## config.mk

```make
export PLATFORM = sky130hd
export DESIGN_NAME = fu_div
export DESIGN_NICKNAME = d
export VERILOG_FILES = /design/src/rtl/fu_div.sv
export SDC_FILE = /design/constraint.sdc
export NUM_CORES = 1
export LEC_CHECK = 0
export BUFFER_PORTS_ARGS = -buffer_cell sky130_fd_sc_hd__buf_2
export CAP_MARGIN = 10
export CORE_AREA = 2 2 219 221
export CTS_BUF_LIST = sky130_fd_sc_hd__clkbuf_4 sky130_fd_sc_hd__clkbuf_8
export DETAILED_ROUTE_END_ITERATION = 8
export DIE_AREA = 0 0 221 223
export GPL_TIMING_DRIVEN = 0
export PLACE_DENSITY_LB_ADDON = 0.1
export SYNTH_ARGS = -nofsm -noshare
export SYNTH_HDL_FRONTEND = slang
export SYNTH_SLANG_ARGS = --single-unit
```

## constraint.sdc

```tcl
create_clock -name clk -period 12.03 [get_ports clk]
set_clock_uncertainty 0.2 [all_clocks]
set_input_delay 0.6015 -clock clk [delete_from_list [all_inputs] [get_ports clk]]
set_output_delay 0.6015 -clock clk [all_outputs]
set_load 0.05 [all_outputs]
```

## src/rtl/fu_div.sv

```systemverilog
// rtl/fu_div.sv - iterative restoring radix-2 integer divide/remainder unit
// One iteration per cycle on operand magnitudes; signs are reapplied when the result is presented.
module fu_div #(
  parameter bit early_out = 1'b1
) (
  input  logic        clk,
  input  logic        rst,
  input  logic        flush,
  input  logic [15:0] req_opid,
  input  logic [2:0]  req_funct,
  input  logic [63:0] req_a,
  input  logic [63:0] req_b,
  output logic        req_ready,
  output logic [15:0] resp_opid,
  output logic [63:0] resp_data,
  input  logic        resp_claim
);

  typedef enum logic [1:0] {IDLE, BUSY, DONE} state_e;

  state_e      state_q, state_d;
  logic [14:0] opid_q, opid_d;
  logic        word_q, word_d;
  logic        rsel_q, rsel_d;
  logic        qneg_q, qneg_d;
  logic        rneg_q, rneg_d;
  logic [63:0] prem_q, prem_d;
  logic [63:0] dq_q, dq_d;
  logic [63:0] dvs_q, dvs_d;
  logic [6:0]  cnt_q, cnt_d;

  logic [63:0] a_ext, b_ext, a_mag, b_mag;
  logic        a_neg, b_neg, b_zero, ovf;
  logic [64:0] shifted, diff;
  logic        qbit;
  logic [63:0] quo, rem, sel;

  assign a_ext  = req_funct[2] ? (req_funct[0] ? {32'b0, req_a[31:0]} : {{32{req_a[31]}}, req_a[31:0]}) : req_a;
  assign b_ext  = req_funct[2] ? (req_funct[0] ? {32'b0, req_b[31:0]} : {{32{req_b[31]}}, req_b[31:0]}) : req_b;
  assign a_neg  = ~req_funct[0] & a_ext[63];
  assign b_neg  = ~req_funct[0] & b_ext[63];
  assign a_mag  = a_neg ? (~a_ext + 64'd1) : a_ext;
  assign b_mag  = b_neg ? (~b_ext + 64'd1) : b_ext;
  assign b_zero = (b_ext == 64'd0);
  assign ovf    = ~req_funct[0] & (b_ext == {64{1'b1}}) &
                  (a_ext == (req_funct[2] ? 64'hFFFF_FFFF_8000_0000 : 64'h8000_0000_0000_0000));

  // Partial remainder stays below the divisor, so a non-negative difference always fits 64 bits
  // and bit 64 of the difference is a clean borrow flag.
  assign shifted = {prem_q, dq_q[63]};
  assign diff    = shifted - {1'b0, dvs_q};
  assign qbit    = ~diff[64];

  assign quo = qneg_q ? (~dq_q + 64'd1) : dq_q;
  assign rem = rneg_q ? (~prem_q + 64'd1) : prem_q;
  assign sel = rsel_q ? rem : quo;

  assign resp_opid = (state_q == DONE) ? {1'b1, opid_q} : 16'h0000;
  assign resp_data = (state_q == DONE) ? (word_q ? {{32{sel[31]}}, sel[31:0]} : sel) : 64'd0;

  always_comb begin
    state_d   = state_q;
    opid_d    = opid_q;
    word_d    = word_q;
    rsel_d    = rsel_q;
    qneg_d    = qneg_q;
    rneg_d    = rneg_q;
    prem_d    = prem_q;
    dq_d      = dq_q;
    dvs_d     = dvs_q;
    cnt_d     = cnt_q;
    req_ready = (state_q == IDLE);
    case (state_q)
      IDLE: begin
        if (req_opid[15]) begin
          opid_d = req_opid[14:0];
          word_d = req_funct[2];
          rsel_d = req_funct[1];
          // A zero divisor yields an all-ones quotient regardless of dividend sign.
          qneg_d = (a_neg ^ b_neg) & ~b_zero;
          rneg_d = a_neg;
          dvs_d  = b_mag;
          cnt_d  = req_funct[2] ? 7'd32 : 7'd64;
          if (early_out && (b_zero || ovf)) begin
            prem_d  = b_zero ? a_mag : 64'd0;
            dq_d    = b_zero ? (req_funct[2] ? 64'h0000_0000_FFFF_FFFF : {64{1'b1}}) : a_mag;
            state_d = DONE;
          end else begin
            prem_d  = 64'd0;
            dq_d    = req_funct[2] ? {a_mag[31:0], 32'd0} : a_mag;
            state_d = BUSY;
          end
        end
      end
      BUSY: begin
        prem_d = qbit ? diff[63:0] : shifted[63:0];
        dq_d   = {dq_q[62:0], qbit};
        cnt_d  = cnt_q - 7'd1;
        if (cnt_q == 7'd1) state_d = DONE;
      end
      DONE: begin
        if (resp_claim) state_d = IDLE;
      end
      default: state_d = IDLE;
    endcase
    if (flush) state_d = IDLE;
  end

  always_ff @(posedge clk) begin
    if (rst) begin
      state_q <= IDLE;
      opid_q  <= 15'd0;
      word_q  <= 1'b0;
      rsel_q  <= 1'b0;
      qneg_q  <= 1'b0;
      rneg_q  <= 1'b0;
      prem_q  <= 64'd0;
      dq_q    <= 64'd0;
      dvs_q   <= 64'd0;
      cnt_q   <= 7'd0;
    end else begin
      state_q <= state_d;
      opid_q  <= opid_d;
      word_q  <= word_d;
      rsel_q  <= rsel_d;
      qneg_q  <= qneg_d;
      rneg_q  <= rneg_d;
      prem_q  <= prem_d;
      dq_q    <= dq_d;
      dvs_q   <= dvs_d;
      cnt_q   <= cnt_d;
    end
  end

endmodule

```

# Word level (Yosys, flattened, before mapping)
# Index checks and enable logic that the tools add are counted.
[classes]
addsub = 6
mux = 32
n_eq_ne = 8
bitwise_logic = 13
reduce_logical = 8
[op_table]
columns = ["op", "count"]
rows = [
  ["$mux 64", 20],
  ["$add 64x1->64 const B", 4],
  ["$not 64->64", 4],
  ["$pmux 64 s2", 2],
  ["$sub 65x64->65", 1],
  ["$eq 64x64->1", 1],
  ["$eq 64x64->1 const B", 1],
  ["$logic_not 64->1", 1],
  ["$mux 63", 1],
  ["$mux 16", 1],
  ["$mux 7", 2],
  ["$pmux 7 s2", 1],
  ["$mux 2", 4],
  ["$eq 7x1->1 const B", 1],
  ["$sub 7x1->7 const B", 1],
  ["$ne 2x2->1 const B", 3],
  ["$pmux 2 s3", 1],
  ["$and 1x1->1", 5],
  ["$reduce_and 2->1", 2],
  ["$not 1->1", 3],
  ["$reduce_and 3->1", 1],
  ["$eq 2x1->1 const B", 1],
  ["$eq 2x2->1 const B", 1],
  ["$logic_not 2->1", 1],
  ["4 further kinds", 4],
]
[totals]
out_inout_bits = 81
reg_bits = 220
elab_cells = 77

# Logic depth before layout (Yosys ltp)
[logic_depth]
word_depth = 9
ltp_mapped = 15

# Worst setup path before layout
# Ideal clock, no wire load.
[synth_path]
path_type = "reg-to-output"
from = "register prem_q[9]"
to = "output resp_data[48]"
n_path_buf = 0
path_slack_ps = 6056
path_stages_with_launch = 10
arrival_time_ps = 5172
cell_sequence = "dfxtp_1 -> or4_1 -> nor4_1 -> and3b_1 -> nand3_1 -> o31a_1 -> xnor2_1 -> a211oi_1 -> a21oi_1 -> nor4_1"
[synth_between]
elab_chain_len = 6
[synth_lines]
columns = ["element", "line", "rtl"]
rows = [
  ["from (decl)", "27", "logic [63:0] prem_q, prem_d;"],
  ["from (signal assigned)", "128", "prem_q <= prem_d;"],
  ["$not 64->64", "55", "assign rem = rneg_q ? (~prem_q + 64'd1) : prem_q;"],
  ["$add 64x1->64", "55", ""],
  ["$mux 64", "55", ""],
  ["$mux 64", "56", "assign sel = rsel_q ? rem : quo;"],
  ["$mux 64 (2 in a row)", "59", "assign resp_data = (state_q == DONE) ? (word_q ? {{32{sel[31]}}, sel[31:0]} : sel) : 64'd0;"],
  ["to (decl)", "15", "output logic [63:0] resp_data,"],
]
# No other way between the ends.

# Worst setup path after layout
[layout_path]
from = "input req_funct[2]"
to = "register dq_q[36]"
[layout_between]
elab_chain_len = 8
word_cells_on_any_way = 19
[layout_lines]
columns = ["element", "line", "rtl"]
rows = [
  ["from (decl)", "10", "input logic [2:0] req_funct,"],
  ["$mux 64 (on tied branches)", "38, 39", ""],
  ["$not 64->64 / $eq 64x64->1 (equally long branches)", "42, 45", ""],
  ["$add 64x1->64 / $and 1x1->1 (equally long branches)", "42, 45", ""],
  ["$mux 64 / $and 1x1->1 (equally long branches)", "42, 45", ""],
  ["$mux 64, or another cell as far along", "90", "dq_d = req_funct[2] ? {a_mag[31:0], 32'd0} : a_mag;"],
  ["$mux 64 (*)", "84", "if (early_out && (b_zero || ovf)) begin"],
  ["$mux 64 (*)", "75", "if (req_opid[15]) begin"],
  ["$pmux 64 s2 (*)", "73", "case (state_q)"],
  ["to (signal assigned)", "129", "dq_q <= dq_d;"],
  ["to (decl)", "28", "logic [63:0] dq_q, dq_d;"],
]
# Every way passes the cells marked *; elsewhere a longest branch is shown, timed or not. The select of a mux whose other input is x is not followed.
# A chain may end at the register's enable or synchronous reset.

==> impl_metrics.xml <==
<?xml version="1.0" encoding="UTF-8"?>
<metrics>
  <group name="die">
    <metric name="initial_core_util" unit="">0.464</metric>
    <metric name="die_h" unit="µm">223</metric>
    <metric name="floorplan.core_area" unit="µm²">47100</metric>
    <metric name="die_x" unit="µm">221</metric>
    <metric name="std_cell_rows" unit="">80</metric>
    <metric name="ioPinCount" unit="">232</metric>
    <metric name="die_area" unit="µm²">49300</metric>
  </group>
  <group name="clock_network">
    <metric name="cts_max_level" unit="">2</metric>
    <metric name="clock_sink_count" unit="">220</metric>
    <metric name="path_clk_slew" unit="ps">70</metric>
    <metric name="clock_path_buffers" unit="">3</metric>
    <metric name="clk_latency" unit="ps">630</metric>
    <metric name="cts_made_buffers" unit="">40</metric>
    <metric name="root_buffer" unit="">sky130_fd_sc_hd__clkbuf_8</metric>
    <metric name="clock_tree_from_tritoncts" unit="">yes</metric>
  </group>
  <group name="yosys">
    <metric name="synth.cell_area" unit="µm²">21900</metric>
    <metric name="ys_seq_elements" unit="">220</metric>
    <metric name="netlist-cell-type-count" unit="">77</metric>
    <metric name="synth_sequential_area_ratio" unit="">0.201</metric>
    <metric name="synth_area_per_cell" unit="µm²">6.80</metric>
    <metric name="yosys-top-cells-area" unit="">sky130_fd_sc_hd__dfxtp_1 (20%), sky130_fd_sc_hd__a21oi_1 (7.3%), sky130_fd_sc_hd__nor2_1 (6.7%), sky130_fd_sc_hd__xnor2_1 (6.1%), sky130_fd_sc_hd__nand2_1 (6.0%)</metric>
    <metric name="yosys.area.top_type" unit="">sky130_fd_sc_hd__dfxtp_1</metric>
    <metric name="ys_warn_count" unit="">0</metric>
    <metric name="synthArstFlopShare" unit="">0</metric>
    <metric name="count_of_flip_flops_with_a_built_in_enable_after_synthesis" unit="">0</metric>
    <metric name="netlist.area_leader.share" unit="">0.201</metric>
    <metric name="postSynthCellCount" unit="">3215</metric>
    <metric name="synthFlopType" unit="">sky130_fd_sc_hd__dfxtp_1</metric>
    <metric name="syn_nets" unit="">3438</metric>
  </group>
  <group name="placed_design">
    <metric name="dp.final_hpwl" unit="µm">96200</metric>
    <metric name="portBuffers" unit="">229</metric>
    <metric name="post-place-ws" unit="ps">5380</metric>
    <metric name="place_congestion" unit="">1.09</metric>
  </group>
  <group name="outcome">
    <metric name="run_status" unit="">completed</metric>
  </group>
  <group name="power">
    <metric name="ir_worst_vdd" unit="mV">0.0686</metric>
    <metric name="p_seq_frac" unit="">0.288</metric>
    <metric name="total_power" unit="W">0.00320</metric>
    <metric name="power_frac_comb" unit="">0.462</metric>
    <metric name="power.internal" unit="W">0.00170</metric>
    <metric name="power.switching" unit="W">0.00150</metric>
    <metric name="power.switching_fraction" unit="">0.469</metric>
    <metric name="share_clk_of_total_power" unit="">0.250</metric>
    <metric name="total_leakage_power" unit="nW">9.43</metric>
    <metric name="power.density" unit="nW/µm²">130</metric>
  </group>
  <group name="sta">
    <metric name="setup_repair_after_global_routing_missed_its_margin" unit="">false</metric>
    <metric name="final_max_slew_viol_count" unit="">0</metric>
    <metric name="timing.fmax" unit="GHz">0.155</metric>
    <metric name="final.min_clock_period" unit="ps">6450</metric>
    <metric name="hold-worst-slack" unit="ps">35.4</metric>
    <metric name="finalSetupViolCount" unit="">0</metric>
    <metric name="layout_worst_path_cycle_share" unit="">0.536</metric>
    <metric name="worst_setup_slack_after_layout" unit="ps">5580</metric>
    <metric name="worst_pin_slew" unit="ps">1420</metric>
    <metric name="relSlewSlack" unit="">0.0501</metric>
    <metric name="finalHoldViolations" unit="">0</metric>
    <metric name="setup_total_negative_slack" unit="ps">0</metric>
  </group>
  <group name="grt">
    <metric name="grt_pass1_vias" unit="">26322</metric>
    <metric name="global_route_total_overflow" unit="">0</metric>
    <metric name="grt_antenna_before_repair" unit="">7</metric>
    <metric name="grt_first_pass_wirelength" unit="µm">170000</metric>
    <metric name="groute.usage.overall" unit="">0.461</metric>
    <metric name="grt_start_max_net_pins" unit="">12</metric>
  </group>
  <group name="route">
    <metric name="detail-route-antenna-nets" unit="">0</metric>
    <metric name="finalWirelength" unit="µm">120000</metric>
    <metric name="detail_route.wirelength.met1" unit="µm">43400</metric>
    <metric name="wl_per_cell" unit="µm">28.9</metric>
    <metric name="first_pass_iters" unit="">9</metric>
    <metric name="wl_met2" unit="µm">50600</metric>
    <metric name="drc_errors" unit="">0</metric>
    <metric name="met3_routed_wl" unit="µm">15100</metric>
    <metric name="initialDrtViolationCount" unit="">4085</metric>
    <metric name="highest-signal-layer" unit="">met5</metric>
    <metric name="detailroute.via_count" unit="">28211</metric>
    <metric name="routed_via_density" unit="">6.81</metric>
  </group>
  <group name="worst_setup_path">
    <metric name="worst-endpoint-arrival" unit="ps">6740</metric>
    <metric name="critical_path_required" unit="ps">12320</metric>
    <metric name="setup.reg_to_reg.worst_slack" unit="ps">5710</metric>
    <metric name="startpoint_type" unit="">input pin</metric>
    <metric name="worst-path-max-fanout" unit="">10</metric>
    <metric name="worstSetupPathType" unit="">in -&gt; reg</metric>
    <metric name="crit_path_end_kind" unit="">register</metric>
  </group>
  <group name="hold_path">
    <metric name="hold_path.class" unit="">in -&gt; reg</metric>
  </group>
  <group name="cells_and_area">
    <metric name="multi_input_comb_area" unit="µm²">16100</metric>
    <metric name="regArea" unit="µm²">4400</metric>
    <metric name="final_layout_size_suffix_gt1_frac" unit="">0.0997</metric>
    <metric name="fillCellCount" unit="">4769</metric>
    <metric name="mostFrequentLayoutCell" unit="">sky130_fd_sc_hd__nor2_1</metric>
    <metric name="flow.area_growth_from_synthesis" unit="%">12.9</metric>
    <metric name="nNetsFinal" unit="">3714</metric>
    <metric name="mostFrequentLayoutCells" unit="">sky130_fd_sc_hd__nor2_1 (393), sky130_fd_sc_hd__nand2_1 (348), sky130_fd_sc_hd__a21oi_1 (319)</metric>
    <metric name="final_core_utilization" unit="">0.524</metric>
  </group>
  <group name="flow_run">
    <metric name="max-cap-violations" unit="">0</metric>
  </group>
</metrics>
path summary, 6_finish.rpt:
check / depth (start not counted) / start / to
setup / recovery: 12 / req_funct[2] / dq_q[36]$_SDFFE_PP0P_
hold / removal: 3 / req_opid[0] / opid_q[0]$_SDFFE_PP0P_
setup reg to reg: 16 / dq_q[63]$_SDFFE_PP0P_ / prem_q[58]$_SDFFE_PP0P_
hold reg to reg: 2 / opid_q[4]$_SDFFE_PP0P_ / opid_q[4]$_SDFFE_PP0P_
metal layers:
layer / GRT usage / up-vias
li1: - / 12271
met1: 0.552 / 13152
met2: 0.697 / 2186
met3: 0.129 / 598
met4: 0.357 / 4
met5: 0 / -
Yosys cell counts, types with 5 or more instances:
cell type	number
sky130_fd_sc_hd__and2_1	28
sky130_fd_sc_hd__o21ai_0	173
sky130_fd_sc_hd__a221oi_1	38
sky130_fd_sc_hd__clkbuf_1	214
sky130_fd_sc_hd__or3_1	33
sky130_fd_sc_hd__a31oi_1	86
sky130_fd_sc_hd__nor2b_1	24
sky130_fd_sc_hd__inv_1	116
sky130_fd_sc_hd__nand2b_1	31
sky130_fd_sc_hd__a211o_1	5
sky130_fd_sc_hd__dfxtp_1	220
sky130_fd_sc_hd__nor2_1	393
sky130_fd_sc_hd__nor4_1	45
sky130_fd_sc_hd__o31ai_1	57
sky130_fd_sc_hd__xnor2_1	153
sky130_fd_sc_hd__or4_1	23
sky130_fd_sc_hd__a41oi_1	6
sky130_fd_sc_hd__o22ai_1	9
sky130_fd_sc_hd__nor3_1	91
sky130_fd_sc_hd__o41ai_1	25
sky130_fd_sc_hd__ha_1	71
sky130_fd_sc_hd__nor3b_1	9
sky130_fd_sc_hd__nand2_1	348
sky130_fd_sc_hd__nand3b_1	7
sky130_fd_sc_hd__o211ai_1	17
sky130_fd_sc_hd__a21oi_1	319
sky130_fd_sc_hd__o21bai_1	19
sky130_fd_sc_hd__a21o_1	43
sky130_fd_sc_hd__buf_1	18
sky130_fd_sc_hd__mux2i_1	15
sky130_fd_sc_hd__o21a_1	15
sky130_fd_sc_hd__a2bb2oi_1	16
sky130_fd_sc_hd__or2_2	24
sky130_fd_sc_hd__a211oi_1	137
sky130_fd_sc_hd__xor2_1	134
sky130_fd_sc_hd__a311oi_1	47
sky130_fd_sc_hd__and4_1	8
sky130_fd_sc_hd__and3_1	13
sky130_fd_sc_hd__o31a_1	6
sky130_fd_sc_hd__nand4_1	46
sky130_fd_sc_hd__a21boi_0	16
sky130_fd_sc_hd__nand3_1	50
logic make-up after synthesis:
family	share of synthesized area
multiplexers	0.00738
AO/OA/AOI/OAI	0.317
adder cells (fa/ha/maj)	0.0415
buffers and inverters	0.0610
XOR/XNOR	0.115
flip-flops	0.201
AND/OR/NAND/NOR	0.257
area by class of cell:
type | count | area share
diodes | 5 | 0.000507
well taps | 615 | 0.0312
repair buffers | 234 | 0.0478
clock inverters | 15 | 0.00593
multi-input cells | 2641 | 0.653
clock buffers | 56 | 0.0287
inverters | 118 | 0.0179
flip-flops and latches | 220 | 0.178
plain buffers | 236 | 0.0361
power by group through the flow:
stage	logic [W]	clock network [W]	registers, W
floorplan	0.000952	0	0.000865
global placement	0.00138	0	0.000920
detailed placement	0.00140	0	0.000924
CTS	0.00141	0.000791	0.000908
global route	0.00157	0.000814	0.000920
finish	0.00148	0.000799	0.000921
state kept, by name (all words and copies together) (netlist names):
| name | flops |
|---|---|
| opid_q | 15 |
| dq_q | 64 |
| cnt_q | 7 |
| word_q | 1 |
| rneg_q | 1 |
| prem_q | 64 |
| qneg_q | 1 |
| rsel_q | 1 |
| dvs_q | 64 |
| state_q | 2 |
critical path: stages:
cell and delay, ps:
sky130_fd_sc_hd__buf_2 130, sky130_fd_sc_hd__clkbuf_1 540, sky130_fd_sc_hd__clkbuf_1 680, sky130_fd_sc_hd__clkbuf_1 600, sky130_fd_sc_hd__buf_1 530, sky130_fd_sc_hd__buf_1 570, sky130_fd_sc_hd__clkbuf_1 600, sky130_fd_sc_hd__clkbuf_1 780
sky130_fd_sc_hd__clkbuf_1 940, sky130_fd_sc_hd__o21ai_0 420, sky130_fd_sc_hd__a21oi_1 240, sky130_fd_sc_hd__o31ai_1 90
what timing repair did:
action                                 in CTS  in global routing
setup buffers                               0                  0
resized for setup                           0                  0
endpoints found under the hold margin       2                  0
hold buffers                                2                  0
metrics by stage:
step	area [µm²]	cells
floorplan	21900	3215
global placement	23800	4059
detailed placement	23800	4062
CTS	24700	4135
global route	24700	4137
finish	24700	4140
Power figures use the tool's default switching activity.
